## config.mk

```make
export PLATFORM = sky130hd
export DESIGN_NAME = fpsu_ret_collect_flat
export DESIGN_NICKNAME = d
export VERILOG_FILES = /design/src/rtl/fpsu_ret_collect_if.sv /design/src/rtl/fpsu_ret_collect.sv /design/src/flat_wrapper.sv
export SDC_FILE = /design/constraint.sdc
export NUM_CORES = 1
export LEC_CHECK = 0
export CAP_MARGIN = 40
export CORE_MARGIN = 2
export CORE_UTILIZATION = 55
export DETAILED_ROUTE_END_ITERATION = 6
export MAX_ROUTING_LAYER = met4
export PLACE_DENSITY = 0.86
export SLEW_MARGIN = 10
export SYNTH_ARGS = -nofsm -noshare
export SYNTH_HDL_FRONTEND = slang
export SYNTH_SLANG_ARGS = --single-unit
```

## constraint.sdc

```tcl
create_clock -name clk -period 6.65 [get_ports clk]
set_clock_uncertainty 0.1 [all_clocks]
set_input_delay 1.995 -clock clk [delete_from_list [all_inputs] [get_ports clk]]
set_output_delay 1.995 -clock clk [all_outputs]
set_load 0.02 [all_outputs]
```

## src/rtl/fpsu_ret_collect_if.sv

```systemverilog
`default_nettype none
// =============================================================================
// Module : fpsu_ret_collect_if
// Brief  : Retire-port / retire-queue bundle between the FP ports and consumer.
// Rev    : 1.0  initial release
// =============================================================================
interface fpsu_ret_collect_if #(
   parameter int DEPTH = 8,
   parameter int W     = 14
);
   localparam int c_CW = $clog2(DEPTH) + 1;

   logic [W-1:0]    in_ret0;
   logic [W-1:0]    in_ret1;
   logic [W-1:0]    in_ret2;
   logic            in_en0;
   logic            in_en1;
   logic            in_en2;
   logic [W-1:0]    out_ret0;
   logic [W-1:0]    out_ret1;
   logic            out_vld0;
   logic            out_vld1;
   logic            out_rdy;
   logic            stall;
   logic [c_CW-1:0] count;
   logic            ovf;
   logic            clr_ovf;

   modport master (
      output in_ret0, in_ret1, in_ret2, in_en0, in_en1, in_en2, out_rdy, clr_ovf,
      input  out_ret0, out_ret1, out_vld0, out_vld1, stall, count, ovf
   );

   modport slave (
      input  in_ret0, in_ret1, in_ret2, in_en0, in_en1, in_en2, out_rdy, clr_ovf,
      output out_ret0, out_ret1, out_vld0, out_vld1, stall, count, ovf
   );
endinterface
`default_nettype wire

```

## src/rtl/fpsu_ret_collect.sv

```systemverilog
`default_nettype none
// =============================================================================
// Module : fpsu_ret_collect
// Brief  : Collects up to three retire words per cycle into a circular queue
//          and presents the two oldest entries to the consumer.
// Rev    : 1.0  initial release
// =============================================================================
module fpsu_ret_collect #(
   parameter int DEPTH = 8,
   parameter int W     = 14
) (
   input  logic                clk,
   input  logic                rst,
   fpsu_ret_collect_if.slave   bus
);
   localparam int unsigned     c_AW        = $clog2(DEPTH);
   localparam int unsigned     c_CW        = c_AW + 1;
   localparam logic [c_CW-1:0] c_ONE       = {{(c_CW-1){1'b0}}, 1'b1};
   localparam logic [c_CW-1:0] c_TWO       = {{(c_CW-2){1'b0}}, 2'd2};
   localparam logic [c_CW-1:0] c_DEPTH_CNT = DEPTH[c_CW-1:0];
   localparam logic [c_CW-1:0] c_STALL_TH  = c_DEPTH_CNT - {{(c_CW-2){1'b0}}, 2'd3};
   localparam logic [c_AW-1:0] c_PTR_ONE   = {{(c_AW-1){1'b0}}, 1'b1};

   logic [W-1:0]    r_mem [DEPTH];
   logic [c_AW-1:0] r_rd_ptr;
   logic [c_AW-1:0] r_wr_ptr;
   logic [c_CW-1:0] r_count;
   logic            r_stall;
   logic            r_ovf;

   logic [2:0]      w_en;
   logic [W-1:0]    w_wdata [3];
   logic [2:0]      w_wen;
   logic [c_AW-1:0] w_waddr [3];
   logic [c_CW-1:0] w_ndeq;
   logic [c_CW-1:0] w_space;
   logic [c_CW-1:0] w_nacc;
   logic [c_CW-1:0] w_count_next;
   logic            w_drop;

   always_comb begin
      w_en       = {bus.in_en2, bus.in_en1, bus.in_en0};
      w_wdata[0] = bus.in_ret0;
      w_wdata[1] = bus.in_ret1;
      w_wdata[2] = bus.in_ret2;
      w_ndeq     = '0;
      if (bus.out_rdy) begin
         w_ndeq = (r_count >= c_TWO) ? c_TWO : r_count;
      end
      // slots released by this cycle's dequeue are reusable by this cycle's enqueue
      w_space = c_DEPTH_CNT - r_count + w_ndeq;
      w_nacc  = '0;
      w_drop  = 1'b0;
      for (int i = 0; i < 3; i++) begin
         w_wen[i]   = 1'b0;
         w_waddr[i] = r_wr_ptr + w_nacc[c_AW-1:0];
         if (w_en[i]) begin
            if (w_nacc < w_space) begin
               w_wen[i] = 1'b1;
               w_nacc   = w_nacc + c_ONE;
            end else begin
               w_drop = 1'b1;
            end
         end
      end
      w_count_next = r_count + w_nacc - w_ndeq;
   end

`ifdef swapedge
   always_ff @(negedge clk or negedge rst) begin
`else
   always_ff @(posedge clk or negedge rst) begin
`endif
      if (!rst) begin
         for (int i = 0; i < DEPTH; i++) begin
            r_mem[i] <= '0;
         end
         r_rd_ptr <= '0;
         r_wr_ptr <= '0;
         r_count  <= '0;
         r_stall  <= 1'b0;
         r_ovf    <= 1'b0;
      end else begin
         for (int i = 0; i < 3; i++) begin
            if (w_wen[i]) begin
               r_mem[w_waddr[i]] <= w_wdata[i];
            end
         end
         r_rd_ptr <= r_rd_ptr + w_ndeq[c_AW-1:0];
         r_wr_ptr <= r_wr_ptr + w_nacc[c_AW-1:0];
         r_count  <= w_count_next;
         // leave headroom for one more cycle of in-flight writes
         r_stall  <= (w_count_next > c_STALL_TH);
         if (w_drop) begin
            r_ovf <= 1'b1;
         end else if (bus.clr_ovf) begin
            r_ovf <= 1'b0;
         end
      end
   end

   assign bus.out_vld0 = (r_count >= c_ONE);
   assign bus.out_vld1 = (r_count >= c_TWO);
   assign bus.out_ret0 = bus.out_vld0 ? r_mem[r_rd_ptr] : '0;
   assign bus.out_ret1 = bus.out_vld1 ? r_mem[r_rd_ptr + c_PTR_ONE] : '0;
   assign bus.stall    = r_stall;
   assign bus.count    = r_count;
   assign bus.ovf      = r_ovf;
endmodule
`default_nettype wire

```

## src/flat_wrapper.sv

```systemverilog
// flat-port wrapper written by rule: the top's interface ports become plain ports
module fpsu_ret_collect_flat 
#(
   parameter int DEPTH = 8,
   parameter int W     = 14
)
  (clk, rst, bus_in_ret0, bus_in_ret1, bus_in_ret2, bus_in_en0, bus_in_en1, bus_in_en2, bus_out_rdy, bus_clr_ovf, bus_out_ret0, bus_out_ret1, bus_out_vld0, bus_out_vld1, bus_stall, bus_count, bus_ovf);
  fpsu_ret_collect_if #(.DEPTH(DEPTH), .W(W)) bus_i ();
  input  logic clk;
  input  logic rst;
  input wire logic [$bits(bus_i.in_ret0)-1:0] bus_in_ret0;
  input wire logic [$bits(bus_i.in_ret1)-1:0] bus_in_ret1;
  input wire logic [$bits(bus_i.in_ret2)-1:0] bus_in_ret2;
  input wire logic [$bits(bus_i.in_en0)-1:0] bus_in_en0;
  input wire logic [$bits(bus_i.in_en1)-1:0] bus_in_en1;
  input wire logic [$bits(bus_i.in_en2)-1:0] bus_in_en2;
  input wire logic [$bits(bus_i.out_rdy)-1:0] bus_out_rdy;
  input wire logic [$bits(bus_i.clr_ovf)-1:0] bus_clr_ovf;
  output wire logic [$bits(bus_i.out_ret0)-1:0] bus_out_ret0;
  output wire logic [$bits(bus_i.out_ret1)-1:0] bus_out_ret1;
  output wire logic [$bits(bus_i.out_vld0)-1:0] bus_out_vld0;
  output wire logic [$bits(bus_i.out_vld1)-1:0] bus_out_vld1;
  output wire logic [$bits(bus_i.stall)-1:0] bus_stall;
  output wire logic [$bits(bus_i.count)-1:0] bus_count;
  output wire logic [$bits(bus_i.ovf)-1:0] bus_ovf;
  assign bus_i.in_ret0 = bus_in_ret0;
  assign bus_i.in_ret1 = bus_in_ret1;
  assign bus_i.in_ret2 = bus_in_ret2;
  assign bus_i.in_en0 = bus_in_en0;
  assign bus_i.in_en1 = bus_in_en1;
  assign bus_i.in_en2 = bus_in_en2;
  assign bus_i.out_rdy = bus_out_rdy;
  assign bus_i.clr_ovf = bus_clr_ovf;
  assign bus_out_ret0 = bus_i.out_ret0;
  assign bus_out_ret1 = bus_i.out_ret1;
  assign bus_out_vld0 = bus_i.out_vld0;
  assign bus_out_vld1 = bus_i.out_vld1;
  assign bus_stall = bus_i.stall;
  assign bus_count = bus_i.count;
  assign bus_ovf = bus_i.ovf;
  fpsu_ret_collect #(.DEPTH(DEPTH), .W(W)) u_core (.clk(clk), .rst(rst), .bus(bus_i));
endmodule
```

Word level (Yosys, flattened, before mapping)
Index checks and enable logic that the tools add are counted.
{"block": "classes", "addsub": 11, "mul": 0, "n_div": 0, "magnitude_cmp": 14, "eq_ne": 0, "shifts": 0, "muxes": 42, "n_bitwise": 5, "n_reduce_logical": 4}
{"op": "$bwmux 112", "count": 3}
{"op": "$mux 112", "count": 3}
{"op": "$demux 14 s3", "count": 3}
{"op": "$mux 14", "count": 9}
{"op": "$bmux 14 s3", "count": 2}
{"op": "$mux 4", "count": 7}
{"op": "$ge 4x4->1 const B", "count": 5}
{"op": "$not 3->4", "count": 5}
{"op": "$mux 1", "count": 15}
{"op": "$add 3x3->3", "count": 4}
{"op": "$lt 4x1->1 const B", "count": 3}
{"op": "$add 4x1->4 const B", "count": 2}
{"op": "$add 4x4->4", "count": 2}
{"op": "$lt 4x4->1", "count": 2}
{"op": "$ge 4x1->1 const B", "count": 1}
{"op": "$ge 4x2->1 const B", "count": 1}
{"op": "$gt 4x3->1 const B", "count": 1}
{"op": "$lt 1x4->1 const A", "count": 1}
{"op": "$sub 4x4->4", "count": 1}
{"op": "$sub 4x4->4 const A", "count": 1}
{"op": "$add 3x1->3 const B", "count": 1}
{"op": "$logic_and 1x1->1", "count": 3}
{"op": "$reduce_bool 2->1", "count": 1}
{"block": "totals", "ff_bits": 124, "latchBits": 0, "ramBits": 0, "mem_bits_ro": 0, "input_bits": 49, "out_inout_bits": 36, "elab_cells": 89, "n_memories": 0}

Logic depth before layout (Yosys ltp)
Gate-level depths: netlist (run 1).
{"block": "logic_depth", "depth_word": 18, "depth_mapped": 24, "depth_no_buf": 22}

Worst setup path after synthesis (run 1)
Ideal clock, no wire load.
{"block": "synth_path", "kind": "input to register", "start": "input port bus_out_rdy", "end": "register u_core.r_stall, in the netlist u_core.bus.stall", "setup_ns": 0.118, "arrival_ns": 6.277, "required_time_ns": 6.432, "slack_ns": 0.155, "path_stages": 22, "n_path_buf": 1, "path_cell_list": "nand3_1 > ha_1 > inv_1 > ha_1 > inv_1 > fa_1 > nand3b_1 > o21ai_2 > inv_1 > ha_1 > nor4b_1 > a21oi_1 > a31oi_1 > and2_0 > buf_2 > xnor3_1 > ha_1 > ha_1 > a21o_1 > a21oi_1 > xnor2_1 > a21o_1"}
{"block": "synth_between", "elab_chain_cells": 14, "word_cells_on_any_way": 16, "classes_between": "add/sub: 5; order compare: 4; mux: 7"}
{"element": "from (decl)", "line_no": "flat_wrapper.sv:17", "rtl": "input wire logic [$bits(bus_i.out_rdy)-1:0] bus_out_rdy;"}
{"element": "$mux 4 *", "line_no": "fpsu_ret_collect.sv:47", "rtl": "if (bus.out_rdy) begin"}
{"element": "$add 4x4->4", "line_no": "fpsu_ret_collect.sv:51", "rtl": "w_space = c_DEPTH_CNT - r_count + w_ndeq;"}
{"element": "$lt 1x4->1", "line_no": "fpsu_ret_collect.sv:58", "rtl": "if (w_nacc < w_space) begin"}
{"element": "$mux 1", "line_no": "fpsu_ret_collect.sv:58"}
{"element": "$mux 4", "line_no": "fpsu_ret_collect.sv:57", "rtl": "if (w_en[i]) begin"}
{"element": "$add 4x1->4 or $lt 4x4->1 (tied branches)", "line_no": "fpsu_ret_collect.sv:60, fpsu_ret_collect.sv:58"}
{"element": "$mux 4", "line_no": "fpsu_ret_collect.sv:58"}
{"element": "$mux 4", "line_no": "fpsu_ret_collect.sv:57"}
{"element": "$add 4x1->4 or $lt 4x4->1 (tied branches)", "line_no": "fpsu_ret_collect.sv:60, fpsu_ret_collect.sv:58"}
{"element": "$mux 4", "line_no": "fpsu_ret_collect.sv:58"}
{"element": "$mux 4", "line_no": "fpsu_ret_collect.sv:57"}
{"element": "$add 4x4->4", "line_no": "fpsu_ret_collect.sv:66", "rtl": "w_count_next = r_count + w_nacc - w_ndeq;"}
{"element": "$sub 4x4->4 *", "line_no": "fpsu_ret_collect.sv:66"}
{"element": "named net u_core.w_count_next[3]", "line_no": "fpsu_ret_collect.sv:38", "rtl": "logic [c_CW-1:0] w_count_next;"}
{"element": "$gt 4x3->1 *", "line_no": "fpsu_ret_collect.sv:93", "rtl": "r_stall <= (w_count_next > c_STALL_TH);"}
{"element": "to (signal assigned)", "line_no": "fpsu_ret_collect.sv:93"}
{"element": "to (decl)", "line_no": "fpsu_ret_collect.sv:28", "rtl": "logic r_stall;"}
Mark *: on every way through the listed nets, which the timed path passes. The rest lies on a longest branch.
A chain may end at the register's enable or synchronous reset.

Worst setup path after layout (run 1)
{"block": "layout_path", "start": "input port bus_out_rdy", "end": "register u_core.r_mem[81] in the netlist's numbering"}
{"block": "layout_between", "elab_chain_cells": 16, "word_cells_on_any_way": 35, "classes_between": "add/sub: 4; order compare: 7; mux: 20; bitwise: 2; reduce/logical: 2"}
{"element": "$mux 4 *", "line_no": "fpsu_ret_collect.sv:47"}
{"element": "$add 4x4->4 *", "line_no": "fpsu_ret_collect.sv:51"}
{"element": "$lt 1x4->1", "line_no": "fpsu_ret_collect.sv:58"}
{"element": "$mux 1", "line_no": "fpsu_ret_collect.sv:58"}
{"element": "$mux 4", "line_no": "fpsu_ret_collect.sv:57"}
{"element": "$add 4x1->4 or $lt 4x4->1 (tied branches)", "line_no": "fpsu_ret_collect.sv:60, fpsu_ret_collect.sv:58"}
{"element": "$mux 4", "line_no": "fpsu_ret_collect.sv:58"}
{"element": "$mux 4", "line_no": "fpsu_ret_collect.sv:57"}
{"element": "$add 3x3->3", "line_no": "fpsu_ret_collect.sv:56", "rtl": "w_waddr[i] = r_wr_ptr + w_nacc[c_AW-1:0];"}
{"element": "$not 3->4 (implied by the code)", "line_no": "fpsu_ret_collect.sv:86", "rtl": "r_mem[w_waddr[i]] <= w_wdata[i];"}
{"element": "$ge 4x4->1 (implied by the code) or $lt 4x1->1 (tied branches)", "line_no": "fpsu_ret_collect.sv:86"}
{"element": "$logic_and 1x1->1 (implied by the code)", "line_no": "fpsu_ret_collect.sv:86"}
{"element": "$mux 14 (implied by the code)", "line_no": "fpsu_ret_collect.sv:86"}
{"element": "$demux 14 s3", "line_no": "fpsu_ret_collect.sv:86"}
{"element": "$bwmux 112", "line_no": "fpsu_ret_collect.sv:86"}
{"element": "$mux 112 *", "line_no": "fpsu_ret_collect.sv:85", "rtl": "if (w_wen[i]) begin"}
{"element": "to (signal, indexed assignment)", "line_no": "fpsu_ret_collect.sv:86"}
{"element": "to (decl)", "line_no": "fpsu_ret_collect.sv:24", "rtl": "logic [W-1:0] r_mem [DEPTH];"}
Every way passes the cells marked *; elsewhere a longest branch is shown, timed or not.

==> flow_summary_export.csv, run 1 <==
group,metric,value,unit
run_status,status,"finished with violations",
run_status,violations,"DRC",
finish,n_antenna_cell,0,
drt,ant_nets,0,
synth,ys_warn_count,0,
drt,vias_per_cell,7.677,
synth,synth-edff-count,0,
hold_path,min_delay_path_depth,2,
sta,worstMarginPinSlew,0.8736,ns
setup_path,path_cells,"clkdlybuf4s50_1, nand3_1, ha_1, inv_1, ha_1, inv_1, fa_1, xnor3_2, o21ai_2, inv_1, ha_1, buf_4, nand2_1, o21ai_0, ha_1, inv_1, fa_1, xnor2_1, a311oi_4, and2_0, buf_4, o31ai_1",
finish,drive_gt1_share,25.63,%
sta,finalSetupViolCount,0,
floorplan,design.core.area,18020,um2
global_route,grt_max_degree,113,
floorplan,die_y,140.0,um
floorplan,start_util,56.41,%
drt,route.vias.total,10630,
clocking,path_clk_slew,0.06,ns
hold_path,hold_class,"register to register",
sta,slew_headroom,41.76,%
setup_path,critical_path.max_fanout,8,
global_route,antenna_found_initial,0,
drt,post-route-drc-count,5,
clocking,cts_sinks,124,
floorplan,fp.dieArea,19590,um2
drt,routedWlPerCell,27.60,um
setup_path,crit_required,6.86,ns
setup_path,critPathSlowestCell,"a311oi_4",
placement,dp_hpwl,23.98,mm
setup_path,critical_path.startpoint_type,"input port",
drt,drtIter0Drc,2099,
sta,timing.final.hold_violations,0,
floorplan,rows,49,
run,drv_cap,0,
sta,fin_crit,6.468,ns
global_route,grt_pass1_vias,10360,
clocking,clk_latency,0.44,ns
global_route,grt_usage,39.67,%
clocking,cts_tree,"done",
clocking,htreeDepth,4,
placement,io_buffers,84,
setup_path,ff2ff_path_depth,23,
synth,ys.flop_type,"dfrtp_1",
synth,synthCells,1084,
clocking,clockBufferDepth,2,
synth,yosysUniqueCellTypes,49,
setup_path,criticalPathCategory,"input port to register",
synth,ys_ff_latch,124,
clocking,cts_setup_buffers,0,
setup_path,cp-end-kind,"register",
sta,max_freq,154.6,MHz
clocking,cts-root-buf,"clkbuf_16",
setup_path,critPathMaxStageDelay,0.52,ns
floorplan,ios,85,
sta,hold-worst-slack,0.4306,ns
synth,ys_async_sr_fraction,100.0,%
drt,dr.pass1.iters,7,
sta,fin_crit_sh,97.26,%
clocking,numCtsBuffers,17,
setup_path,crit_arrival,6.68,ns
finish,utilization,67.53,%
sta,finalMaxSlewViolations,0,
global_route,grt_pass1_wl,58.29,mm
placement,place_congestion,0.9539,
clocking,hold_buffers,0,
synth,avgSynthCellArea,9.381,um2
finish,syn_to_final_growth,19.70,%
drt,finalWirelength,38.20,mm
finish,layout.nets,1211,
synth,netlist_area,10170,um2
floorplan,die_w,140.0,um
clocking,cts_resized,0,
synth,ys_seq_area_share,30.52,%
global_route,grt-ovfl-total,0,
==> path summary, 6_finish.rpt <==
path,startpoint,to,slack [ns]
worst max-delay path,bus_out_rdy,u_core.r_mem[81]$_DFF_PN0_,0.18
worst min-delay path,u_core.bus.ovf$_DFFE_PN0P_,u_core.bus.ovf$_DFFE_PN0P_,0.43
worst max register to register,u_core.bus.count[3]$_DFF_PN0_,u_core.r_mem[81]$_DFF_PN0_,1.03
worst min register to register,u_core.bus.ovf$_DFFE_PN0P_,u_core.bus.ovf$_DFFE_PN0P_,0.43
max in group asynchronous,rst,u_core.r_rd_ptr[0]$_DFF_PN0_,3.68
min in group asynchronous,rst,u_core.bus.ovf$_DFFE_PN0P_,1.57
==> area by class of cell <==
class | count | area (um2)
Inverter | 21 | 78.83
Fill cell | 1292 | 5853
Tap cell | 229 | 286.5
Clock buffer | 21 | 460.4
Timing Repair Buffer | 173 | 1585
Clock inverter | 11 | 142.6
Sequential cell | 124 | 3104
Multi-Input combinational cell | 805 | 6514
==> logic make-up (layout without fill, tap and decap cells) <==
| kind of cell | Yosys count | after routing | share of synthesized area (%) |
|---|---|---|---|
| and+or+nand+nor | 330 | 330 | 16.80 |
| AOI/OAI and AO/OA | 265 | 265 | 16.72 |
| DFF | 124 | 124 | 30.52 |
| xor gates and xnor gates | 19 | 19 | 2.067 |
| buffers and inverters | 156 | 226 | 6.288 |
| adders and majority gates | 20 | 20 | 2.830 |
| other | 1 | 2 | 0.03688 |
| muxes | 169 | 169 | 24.74 |
==> cell usage in the layout, fill, tap and decap left out, types with 4 or more instances in the layout <==
cell and instances:
dfrtp_1 123, a21oi_1 117, nand3_1 115, nor3_1 112, o31ai_1 112, mux2_2 99
clkdlybuf4s50_1 83, buf_4 83, mux4_2 56, nand2_1 33, inv_1 21, nor2_1 18
clkbuf_16 17, nor2b_1 15, mux2i_1 14, a221oi_1 14, ha_1 14, xnor2_1 9
and2_0 8, o21ai_1 6, buf_12 6, o21ai_0 5, xor2_1 5, fa_1 5
and2_1 4, nor3_4 4, clkinv_2 4
==> stage by stage <==
stage / area, um2 / setup TNS [ns] / std cells / setup slack (ns)
6_report: 12170 / 0 / 1384 / 0.1824
5_1_grt: 12170 / -0.003113 / 1384 / -0.003113
4_1_cts: 12160 / 0 / 1384 / 0.1440
3_5_place_dp: 11560 / -12.31 / 1352 / -0.2597
3_3_place_gp: 11520 / -3.403 / 1349 / -0.08076
2_1_floorplan: 10170 / 0 / 1085 / 0.1553
==> worst max-delay path, delay by kind of cell <==
| family | cells | cell delay [ns] |
|---|---|---|
| AO/OA/AOI/OAI | 4 | 0.97 |
| XOR/XNOR | 2 | 0.45 |
| buffers and inverters | 7 | 1.02 |
| AND/OR/NAND/NOR | 3 | 0.46 |
| adder cells (fa/ha/maj) | 6 | 1.76 |
==> cells in the mapped netlist, types with 2 or more instances <==
cell type / count / area (um2)
nand3_1: 115 / 575.6
nand2b_1: 2 / 12.51
buf_1: 32 / 120.1
xor2_1: 5 / 43.79
nor4bb_1: 3 / 30.03
and3_1: 3 / 18.77
and2_1: 3 / 18.77
dfrtp_1: 124 / 3103
and4b_1: 2 / 20.02
and2_0: 9 / 56.30
a21oi_1: 117 / 585.6
nor2_1: 19 / 71.32
xnor2_1: 11 / 96.34
a21o_1: 2 / 15.01
nor3_4: 3 / 48.80
mux4_2: 56 / 1261
buf_2: 40 / 200.2
inv_1: 21 / 78.83
ha_1: 15 / 187.7
fa_1: 5 / 100.1
nor4b_1: 2 / 17.52
o31ai_1: 112 / 840.8
mux2i_1: 14 / 140.1
mux2_2: 99 / 1115
o21ai_1: 6 / 30.03
clkbuf_1: 62 / 232.7
nor2b_1: 17 / 106.4
a221oi_1: 14 / 122.6
a311oi_1: 2 / 17.52
or3_1: 2 / 12.51
nand2_1: 33 / 123.9
nor3_1: 113 / 565.5
o21ai_0: 5 / 25.02
==> per-layer routing <==
layer / vias up / global-route usage [%] / share of wire, % / wire length (um)
met4: 0 / 24.95 / 7.7 / 2944
met5: - / - / 0 / 0
met1: 4925 / 48.40 / 33 / 12780
met2: 1117 / 57.77 / 44 / 16640
li1: 4249 / - / - / -
met3: 334 / 11.93 / 15 / 5841
==> registers in the layout, indices dropped and copies added (netlist names) <==
| signal | flops |
|---|---|
| u_core.bus.count | 4 |
| u_core.bus.ovf | 1 |
| u_core.bus.stall | 1 |
| u_core.r_mem | 112 |
| u_core.r_rd_ptr | 3 |
| u_core.r_wr_ptr | 3 |
Power of run 1 is not shown: default switching activity piles up to over one toggle a cycle in this logic, so the estimate is an artifact.
==> run 2: changes to the inputs <==
RECOVER_POWER = 100   (was not set)
==> flow_summary_export.csv, run 2 (same netlist as run 1, synthesis figures left out) <==
group,metric,value,unit
global_route,grt_max_degree,113,
placement,io_buffers,84,
sta,fin_crit,6.484,ns
drt,ant_nets,0,
clocking,hold_buffers,0,
finish,fillers,1312,
finish,largest_reg_flops,112,
finish,n_antenna_cell,0,
drt,dr.pass1.iters,7,
floorplan,design.core.area,18020,um2
floorplan,rows,49,
global_route,grt-ovfl-total,0,
clocking,path_clk_slew,0.06,ns
setup_path,worst-path-buf-inv,7,
run,drv_cap,1,
sta,rsz0062_at_grt,"false",
run_status,status,"finished with violations",
floorplan,die_w,140.0,um
finish,syn_to_final_growth,19.02,%
finish,multiInputGateArea,6500,um2
sta,slew_headroom,-143.7,%
setup_path,critical_path.max_fanout,8,
setup_path,ff2ff_path_depth,23,
finish,final_cells,1384,
sta,finalSetupViolCount,0,
floorplan,die_y,140.0,um
finish,fin_area,12100,um2
drt,routedWlPerCell,27.58,um
setup_path,crit_required,6.86,ns
finish,area.sequential,3104,um2
clocking,cts_sinks,124,
setup_path,critPathMaxStageDelay,0.51,ns
clocking,cts-root-buf,"clkbuf_16",
clocking,clockBufferDepth,2,
sta,fin_crit_sh,97.50,%
setup_path,cp-end-kind,"register",
clocking,clk_latency,0.43,ns
placement,place_congestion,0.9539,
finish,layout.nets,1211,
drt,route.vias.total,10560,
setup_path,crit_arrival,6.69,ns
clocking,cts_tree,"done",
floorplan,ios,85,
global_route,grt_pass1_wl,58.29,mm
setup_path,critical_path.startpoint_type,"input port",
clocking,numCtsBuffers,17,
run_status,violations,"DRC, capacitance limit, slew limit",
drt,vias_per_cell,7.629,
setup_path,cp.depth,22,
finish,layout_common_cells,"dfrtp_1, a21oi_1, nand3_1",
setup_path,criticalPathCategory,"input port to register",
finish,utilization,67.15,%
placement,dp.cells,1352,
hold_path,hold_class,"register to register",
global_route,grt_pass1_vias,10360,
finish,final_common_cell,"dfrtp_1",
finish,drive_gt1_share,25.02,%
floorplan,fp.dieArea,19590,um2
sta,worstMarginPinSlew,3.656,ns
sta,hold-worst-slack,0.4224,ns
setup_path,path_cells,"clkdlybuf4s50_1, nand3_1, ha_1, inv_1, ha_1, inv_1, fa_1, xnor3_2, o21ai_2, inv_1, ha_1, buf_4, nand2_1, o21ai_0, ha_1, inv_1, fa_1, xor2_1, a311oi_4, and2_0, clkbuf_2, o31ai_1",
drt,finalWirelength,38.17,mm
floorplan,start_util,56.41,%
global_route,grt_usage,39.67,%
sta,timing.final.hold_violations,0,
setup_path,cp_top_family,"adder cells",
drt,post-route-drc-count,14,
clocking,htreeDepth,4,
hold_path,min_delay_path_depth,2,
placement,dp_hpwl,23.98,mm
placement,placed_area,11560,um2
finish,regMostFlops,"u_core.r_mem",
sta,finalMaxSlewViolations,63,
sta,max_freq,154.2,MHz
drt,drtIter0Drc,2164,
global_route,antenna_found_initial,0,
setup_path,critPathSlowestCell,"a311oi_4",
-- run 2: cell count changes in the layout (fill, tap and decap cells not counted), moves of 4 or more --
cell / before / now
clkdlybuf4s50_1: 83 / 52
dlygate4sd3_1: 0 / 31
buf_4: 83 / 65
clkbuf_2: 0 / 11
clkbuf_1: 2 / 6
clkbuf_4: 0 / 4
-- run 2: per-stage QoR --
| step | worst slack, ns | TNS, ns |
|---|---|---|
| 6_report | 0.1664 | 0 |
| 5_1_grt | 0.001440 | 0 |
| 4_1_cts | 0.1440 | 0 |
| 3_5_place_dp | -0.2597 | -12.31 |
| 3_3_place_gp | -0.08076 | -3.403 |
| 2_1_floorplan | 0.1553 | 0 |
-- run 2: worst register-to-register path: cells and delay by family (launching register included) --
| family | cells | cell delay (ns) |
|---|---|---|
| fa+ha+maj | 6 | 1.76 |
| simple gates | 4 | 1.13 |
| compound gates | 4 | 0.99 |
| buf+inv | 7 | 0.86 |
| xor+xnor | 2 | 0.46 |
| flops | 1 | 0.45 |
-- run 2: timing repair --
item                       in CTS  in global routing
setup endpoints to repair       0                  2
resized for setup               0                  3
buffers inserted                0                  0
-- run 2: layout make-up --
type,count,share of cell area (%)
Sequential cell,124,25.65
Timing Repair Buffer,173,12.64
Clock inverter,11,1.179
Multi-Input combinational cell,805,53.71
Tap cell,229,2.367
Inverter,21,0.6513
Clock buffer,21,3.804
-- run 2: path summary, 6_finish.rpt --
path,from,endpoint,slack (ns)
min reg2reg,u_core.bus.ovf$_DFFE_PN0P_,u_core.bus.ovf$_DFFE_PN0P_,0.42
max in group asynchronous,rst,u_core.r_rd_ptr[0]$_DFF_PN0_,0.94
min in group asynchronous,rst,u_core.r_mem[56]$_DFF_PN0_,2.71
max,bus_out_rdy,u_core.r_mem[3]$_DFF_PN0_,0.17
min,u_core.bus.ovf$_DFFE_PN0P_,u_core.bus.ovf$_DFFE_PN0P_,0.42
max reg2reg,u_core.bus.count[3]$_DFF_PN0_,u_core.r_mem[3]$_DFF_PN0_,0.79
-- run 2: layer usage --
metal	share of wire [%]	global-route usage [%]
met5	0	-
met3	15	11.93
met2	44	57.77
met1	34	48.40
met4	7.7	24.95
Power of run 2 is left out for the same reason.
